==> src/rtl/reg_bus_pkg.sv <==
// Shared register-bus definitions: bridge state encoding and the
// default geometry used by the bridge, register FSM and bank.
package reg_bus_pkg;

    typedef enum logic [1:0] {
        ST_IDLE,
        ST_ACCESS,
        ST_RELEASE,
        ST_RESP
    } bus_state_e;

    localparam int DEF_NUM_OF_REG = 4;
    localparam int DEF_ADDR_W     = 8;
    localparam int DEF_DATA_W     = 8;
    localparam int DEF_TIMEOUT    = 16;

endpackage

==> src/rtl/reg_host_bridge_if.sv <==
// Host request/response channels of the register bridge.
// master = host side, slave = bridge side.
interface reg_host_bridge_if
    import reg_bus_pkg::*;
#(
    parameter int ADDR_W = DEF_ADDR_W,
    parameter int DATA_W = DEF_DATA_W
);

    logic              host_req_valid;
    logic              host_req_ready;
    logic              host_req_wr;
    logic [ADDR_W-1:0] host_req_addr;
    logic [DATA_W-1:0] host_req_wdata;
    logic              host_rsp_valid;
    logic              host_rsp_ready;
    logic [DATA_W-1:0] host_rsp_rdata;
    logic              host_rsp_err;

    modport master (
        output host_req_valid,
        output host_req_wr,
        output host_req_addr,
        output host_req_wdata,
        output host_rsp_ready,
        input  host_req_ready,
        input  host_rsp_valid,
        input  host_rsp_rdata,
        input  host_rsp_err
    );

    modport slave (
        input  host_req_valid,
        input  host_req_wr,
        input  host_req_addr,
        input  host_req_wdata,
        input  host_rsp_ready,
        output host_req_ready,
        output host_rsp_valid,
        output host_rsp_rdata,
        output host_rsp_err
    );

endinterface

==> src/rtl/reg_bus_timer.sv <==
// Loadable up-counter guarding ack waits; expired marks the
// last cycle the bridge is allowed to keep waiting.
module reg_bus_timer
    import reg_bus_pkg::*;
#(
    parameter int TIMEOUT = DEF_TIMEOUT
) (
    input  logic clk,
    input  logic rst_n,
    input  logic clr,
    input  logic en,
    output logic expired
);

    localparam int CW = $clog2(TIMEOUT + 1);
    localparam logic [CW-1:0] LAST = CW'(TIMEOUT - 1);

    logic [CW-1:0] count;

    always_ff @(posedge clk or negedge rst_n) begin
        if (!rst_n) begin
            count <= '0;
        end else if (clr) begin
            count <= '0;
        end else if (en) begin
            count <= count + 1'b1;
        end
    end

    assign expired = (count == LAST);

endmodule

==> src/rtl/reg_host_bridge.sv <==
// Host front end for the register-access FSM: one request at a
// time, range check, ack handshake with timeout, registered response.
module reg_host_bridge
    import reg_bus_pkg::*;
#(
    parameter int NUM_OF_REG = DEF_NUM_OF_REG,
    parameter int ADDR_W     = DEF_ADDR_W,
    parameter int DATA_W     = DEF_DATA_W,
    parameter int TIMEOUT    = DEF_TIMEOUT
) (
    input  logic              clk,
    input  logic              rst_n,
    reg_host_bridge_if.slave  host,
    output logic              sel_en,
    output logic              wr_rd_s,
    output logic [ADDR_W-1:0] addr,
    output logic [DATA_W-1:0] wr_data,
    input  logic              ack,
    input  logic [DATA_W-1:0] rd_data
);

    localparam logic [ADDR_W:0] LIMIT = (ADDR_W + 1)'(NUM_OF_REG);

    bus_state_e        state_q;
    bus_state_e        state_d;
    logic              sel_d;
    logic              wr_d;
    logic [ADDR_W-1:0] addr_d;
    logic [DATA_W-1:0] wdata_d;
    logic              vld_d;
    logic [DATA_W-1:0] rdata_d;
    logic              err_d;
    logic              tmr_clr;
    logic              tmr_en;
    logic              tmr_exp;
    logic              out_of_range;

    assign out_of_range = ({1'b0, host.host_req_addr} >= LIMIT);
    assign host.host_req_ready = (state_q == ST_IDLE);

    reg_bus_timer #(
        .TIMEOUT (TIMEOUT)
    ) u_timer (
        .clk     (clk),
        .rst_n   (rst_n),
        .clr     (tmr_clr),
        .en      (tmr_en),
        .expired (tmr_exp)
    );

    always_comb begin
        state_d = state_q;
        sel_d   = sel_en;
        wr_d    = wr_rd_s;
        addr_d  = addr;
        wdata_d = wr_data;
        vld_d   = host.host_rsp_valid;
        rdata_d = host.host_rsp_rdata;
        err_d   = host.host_rsp_err;
        tmr_clr = 1'b0;
        tmr_en  = 1'b0;
        unique case (state_q)
            ST_IDLE: begin
                tmr_clr = 1'b1;
                if (host.host_req_valid) begin
                    if (out_of_range) begin
                        err_d   = 1'b1;
                        rdata_d = '0;
                        vld_d   = 1'b1;
                        state_d = ST_RESP;
                    end else begin
                        sel_d   = 1'b1;
                        wr_d    = host.host_req_wr;
                        addr_d  = host.host_req_addr;
                        wdata_d = host.host_req_wdata;
                        state_d = ST_ACCESS;
                    end
                end
            end
            ST_ACCESS: begin
                if (ack) begin
                    rdata_d = wr_rd_s ? '0 : rd_data;
                    err_d   = 1'b0;
                    sel_d   = 1'b0;
                    tmr_clr = 1'b1;
                    state_d = ST_RELEASE;
                end else if (tmr_exp) begin
                    rdata_d = '0;
                    err_d   = 1'b1;
                    sel_d   = 1'b0;
                    tmr_clr = 1'b1;
                    state_d = ST_RELEASE;
                end else begin
                    tmr_en = 1'b1;
                end
            end
            // wait for ack to drop so it cannot complete the next access
            ST_RELEASE: begin
                if (!ack) begin
                    vld_d   = 1'b1;
                    state_d = ST_RESP;
                end else if (tmr_exp) begin
                    rdata_d = '0;
                    err_d   = 1'b1;
                    vld_d   = 1'b1;
                    state_d = ST_RESP;
                end else begin
                    tmr_en = 1'b1;
                end
            end
            ST_RESP: begin
                if (host.host_rsp_ready) begin
                    vld_d   = 1'b0;
                    state_d = ST_IDLE;
                end
            end
            default: state_d = ST_IDLE;
        endcase
    end

    always_ff @(posedge clk or negedge rst_n) begin
        if (!rst_n) begin
            state_q             <= ST_IDLE;
            sel_en              <= 1'b0;
            wr_rd_s             <= 1'b0;
            addr                <= '0;
            wr_data             <= '0;
            host.host_rsp_valid <= 1'b0;
            host.host_rsp_rdata <= '0;
            host.host_rsp_err   <= 1'b0;
        end else begin
            state_q             <= state_d;
            sel_en              <= sel_d;
            wr_rd_s             <= wr_d;
            addr                <= addr_d;
            wr_data             <= wdata_d;
            host.host_rsp_valid <= vld_d;
            host.host_rsp_rdata <= rdata_d;
            host.host_rsp_err   <= err_d;
        end
    end

endmodule

==> src/flat_wrapper.sv <==
// flat-port wrapper written by rule: the top's interface ports become plain ports
module reg_host_bridge_flat import reg_bus_pkg::*;
#(
    parameter int NUM_OF_REG = DEF_NUM_OF_REG,
    parameter int ADDR_W     = DEF_ADDR_W,
    parameter int DATA_W     = DEF_DATA_W,
    parameter int TIMEOUT    = DEF_TIMEOUT
)
  (clk, rst_n, sel_en, wr_rd_s, addr, wr_data, ack, rd_data, host_host_req_valid, host_host_req_wr, host_host_req_addr, host_host_req_wdata, host_host_rsp_ready, host_host_req_ready, host_host_rsp_valid, host_host_rsp_rdata, host_host_rsp_err);
  reg_host_bridge_if #(.ADDR_W(ADDR_W), .DATA_W(DATA_W)) host_i ();
  input  logic clk;
  input  logic rst_n;
  output logic sel_en;
  output logic wr_rd_s;
  output logic [ADDR_W-1:0] addr;
  output logic [DATA_W-1:0] wr_data;
  input  logic ack;
  input  logic [DATA_W-1:0] rd_data;
  input wire logic [$bits(host_i.host_req_valid)-1:0] host_host_req_valid;
  input wire logic [$bits(host_i.host_req_wr)-1:0] host_host_req_wr;
  input wire logic [$bits(host_i.host_req_addr)-1:0] host_host_req_addr;
  input wire logic [$bits(host_i.host_req_wdata)-1:0] host_host_req_wdata;
  input wire logic [$bits(host_i.host_rsp_ready)-1:0] host_host_rsp_ready;
  output wire logic [$bits(host_i.host_req_ready)-1:0] host_host_req_ready;
  output wire logic [$bits(host_i.host_rsp_valid)-1:0] host_host_rsp_valid;
  output wire logic [$bits(host_i.host_rsp_rdata)-1:0] host_host_rsp_rdata;
  output wire logic [$bits(host_i.host_rsp_err)-1:0] host_host_rsp_err;
  assign host_i.host_req_valid = host_host_req_valid;
  assign host_i.host_req_wr = host_host_req_wr;
  assign host_i.host_req_addr = host_host_req_addr;
  assign host_i.host_req_wdata = host_host_req_wdata;
  assign host_i.host_rsp_ready = host_host_rsp_ready;
  assign host_host_req_ready = host_i.host_req_ready;
  assign host_host_rsp_valid = host_i.host_rsp_valid;
  assign host_host_rsp_rdata = host_i.host_rsp_rdata;
  assign host_host_rsp_err = host_i.host_rsp_err;
  reg_host_bridge #(.NUM_OF_REG(NUM_OF_REG), .ADDR_W(ADDR_W), .DATA_W(DATA_W), .TIMEOUT(TIMEOUT)) u_core (.clk(clk), .rst_n(rst_n), .host(host_i), .sel_en(sel_en), .wr_rd_s(wr_rd_s), .addr(addr), .wr_data(wr_data), .ack(ack), .rd_data(rd_data));
endmodule
==> config.mk <==
export PLATFORM = sky130hd
export DESIGN_NAME = reg_host_bridge_flat
export DESIGN_NICKNAME = d
export VERILOG_FILES = /design/src/rtl/reg_bus_pkg.sv /design/src/rtl/reg_host_bridge_if.sv /design/src/rtl/reg_bus_timer.sv /design/src/rtl/reg_host_bridge.sv /design/src/flat_wrapper.sv
export SDC_FILE = /design/constraint.sdc
export NUM_CORES = 1
export LEC_CHECK = 0
export BUFFER_PORTS_ARGS = -buffer_cell sky130_fd_sc_hd__buf_4
export CORE_MARGIN = 2
export CORE_UTILIZATION = 35
export DETAILED_ROUTE_END_ITERATION = 10
export PLACE_DENSITY = 0.68
export SYNTH_ARGS = -nofsm -noshare
export SYNTH_HDL_FRONTEND = slang
export SYNTH_SLANG_ARGS = --single-unit
==> constraint.sdc <==
create_clock -name clk -period 2 [get_ports clk]
set_input_delay 0.2 -clock clk [delete_from_list [all_inputs] [get_ports clk]]
set_output_delay 0.2 -clock clk [all_outputs]
set_load 0.02 [all_outputs]
==> results.cfg <==
[logic_synthesis]
syn_area_per_cell_um2 = 12.6
netlist_area_um2 = 1590
ys_seq_area_frac = 0.552
synth.area.top_cells = dfrtp_1 55%, mux2_2 5.7%, ha_1 4.7%
synth_top_area_cell = dfrtp_1
async_flop_share = 1.00
ys_seq_elements = 35
synth_enable_flop_cells = 0
ys_warn_count = 0
ys.flop_type = dfrtp_1
synth_cells = 126
yosysTopAreaCellShare = 0.552
syn_nets = 162
yosysUniqueCellTypes = 36
synth_commonest_cells = 35 x dfrtp_1, 9 x nor2_1, 8 x a22o_1, 8 x mux2_2
synth.most_common_cell = dfrtp_1

[global_route]
grt_pass1_vias = 1285
track_usage = 0.147
grt_max_degree = 36
grt_pass1_wl_um = 5850
antenna_found_initial = 0
grt_overflow_total = 0

[worst_setup_path]
crit_start = u_core.u_timer.count[0]
path_class = reg2reg
crit_required_ns = 2.17
endpoint_kind = register
crit_buf_inv = 1
reg2reg_to = u_core.host.host_rsp_valid
timing.critical_path.from_type = register
crit_cells = 7
worstPathMaxFanout = 5
crit_path_frequent_cell = ha_1
r2r_slack_ns = 0.14
path_delay_family = compound AO/OA/AOI/OAI gates
cp_data_arrival_time_ns = 2.03
crit_chain = ha_1 > and3_1 > ha_1 > buf_4 > o221ai_1 > a211oi_1 > mux2_2
reg2regPathDepth = 7
cp-endpoint = u_core.host.host_rsp_valid
r2r-start = u_core.u_timer.count[0]
crit_slowest_cell = dfrtp_1
cpPeakStageDelay_ns = 0.39

[layout]
antenna_cells = 0
seq_area_um2 = 876
nets = 230
syn_to_final_growth_pct = 40.6
multi_input_area_um2 = 692
drive_above_1_share = 0.448
post-route-cell-area_um2 = 2230
post-route-util = 0.512
fillers = 391

[floorplan]
dieArea_um2 = 5080
fp-row-count = 24
top_level_ports = 59
core_um2 = 4350
die_y_um = 71.3
initial_core_util = 0.364
die_w_um = 71.3

[route]
detail-route-antenna-nets = 0
drtIter0Drc = 81
drc_errors = 0
firstDrtPassIters = 4
wl_per_cell_um = 13.9
vias = 1230
via_per_inst = 5.00
wirelength_um = 3420

[pwr]
leakagePower_nw = 1.13
peakVddDrop_mv = 0.439
total_power_mw = 2.69
powerDensity_nw_per_um2 = 1200

[clocking]
path_clk_slew_ns = 0.07
clock_path_buffers = 2
numCtsBuffers = 5
clockRootBuffer = clkbuf_8
cts-htree-levels = 2
clock_sinks = 35
insertion_delay_ns = 0.28
cts_setup_buffers = 0
cts_tree = done

[sta]
final.setup.tns_ns = 0
whs_ns = 0.149
skew_ns = 0.00714
fin_crit_ns = 1.86
setup_violations = 0
hold_viol = 0
drv_slew = 0
max_slew.worst_pin.slew_ns = 0.642
relSlewSlack = 0.572
timing.final.crit_share = 0.932
rsz0062_at_grt = false
max_freq_ghz = 0.536

[place]
dp_hpwl_um = 2620
numPortBuffers = 58
gp_congestion = 0.839
place_area_um2 = 2100

[job]
drv_cap = 0

[worst_hold_path]
holdCritPathClass = in2reg

[run_status]
status = finished, final reports clean
## metrics by stage
stage | instances | setup slack, ns
after floorplan | 126 | 0.235
after global placement | 238 | 0.0905
after detailed placement | 238 | 0.0390
after CTS | 246 | 0.0281
after global routing | 246 | 0.00458
final | 246 | 0.136
## area by class of cell
type | instances | area share
timing repair buffer | 63 | 0.213
clock inverter | 1 | 0.0135
tap | 52 | 0.0292
inverter | 5 | 0.00842
clock buffer | 6 | 0.0325
multi-input combinational | 84 | 0.310
sequential | 35 | 0.393
## layout by cell type (no fill, tap or decap), drive strengths merged, types with 3 or more instances in the layout
cell / netlist / final
mux2: 12 / 12
nor2: 9 / 9
and2: 6 / 6
nor3: 3 / 3
ha: 6 / 6
dfrtp: 35 / 35
a22o: 8 / 8
nand3: 4 / 4
o21ai: 3 / 3
a211oi: 3 / 3
buf: 2 / 62
inv: 5 / 5
clkbuf: 0 / 6
nand2: 4 / 4
a21oi: 3 / 3
xnor2: 3 / 3
## timing repair
| action | CTS | global route |
|---|---|---|
| hold buffers | 1 | 0 |
| resized for setup | 0 | 5 |
| setup endpoints to repair | 0 | 9 |
| endpoints found under the hold margin | 35 | 0 |
## report_power, final
| part | total, mW | internal [mW] | switching, mW |
|---|---|---|---|
| logic | 1.16 | 0.510 | 0.653 |
| registers | 0.924 | 0.837 | 0.0870 |
| clock network | 0.598 | 0.365 | 0.233 |
| total | 2.69 | 1.71 | 0.973 |
## registers in the layout, summed over array words and instances (netlist names)
register and flops:
u_core.wr_rd_s 1, u_core.u_timer.count 5, u_core.addr 8, u_core.wr_data 8, u_core.sel_en 1, u_core.host.host_rsp_rdata 8
u_core.state_q 2, u_core.host.host_rsp_valid 1, u_core.host.host_rsp_err 1
## cell families after synthesis
group,Yosys count,synth area share
compound gates,26,0.122
xor+xnor,3,0.0166
fa+ha+maj,6,0.0474
buf+inv,7,0.0221
flops,35,0.552
mux,14,0.107
simple gates,35,0.133
## routing by layer
metal / up-vias / share of wire / track usage
li1: 590 / - / -
met1: 602 / 0.43 / 0.184
met2: 38 / 0.50 / 0.243
met3: 0 / 0.068 / 0.0605
met4: 0 / 0 / 0.0252
met5: - / 0 / 0
## worst min-delay path by stage
stage	startpoint	end	slack, ns	cells after the start
global placement	rst_n	u_core.state_q[0]	0.18	1
finish	host_host_req_wdata[5]	u_core.wr_data[5]	0.15	2
floorplan	rst_n	u_core.addr[0]	-0.1	0
global route	host_host_req_wdata[6]	u_core.wr_data[6]	0.13	2
detailed placement	rst_n	u_core.state_q[0]	0.18	1
CTS	host_host_req_wdata[5]	u_core.wr_data[5]	0.14	2
Note: power is estimated with default switching activity, not from simulation.
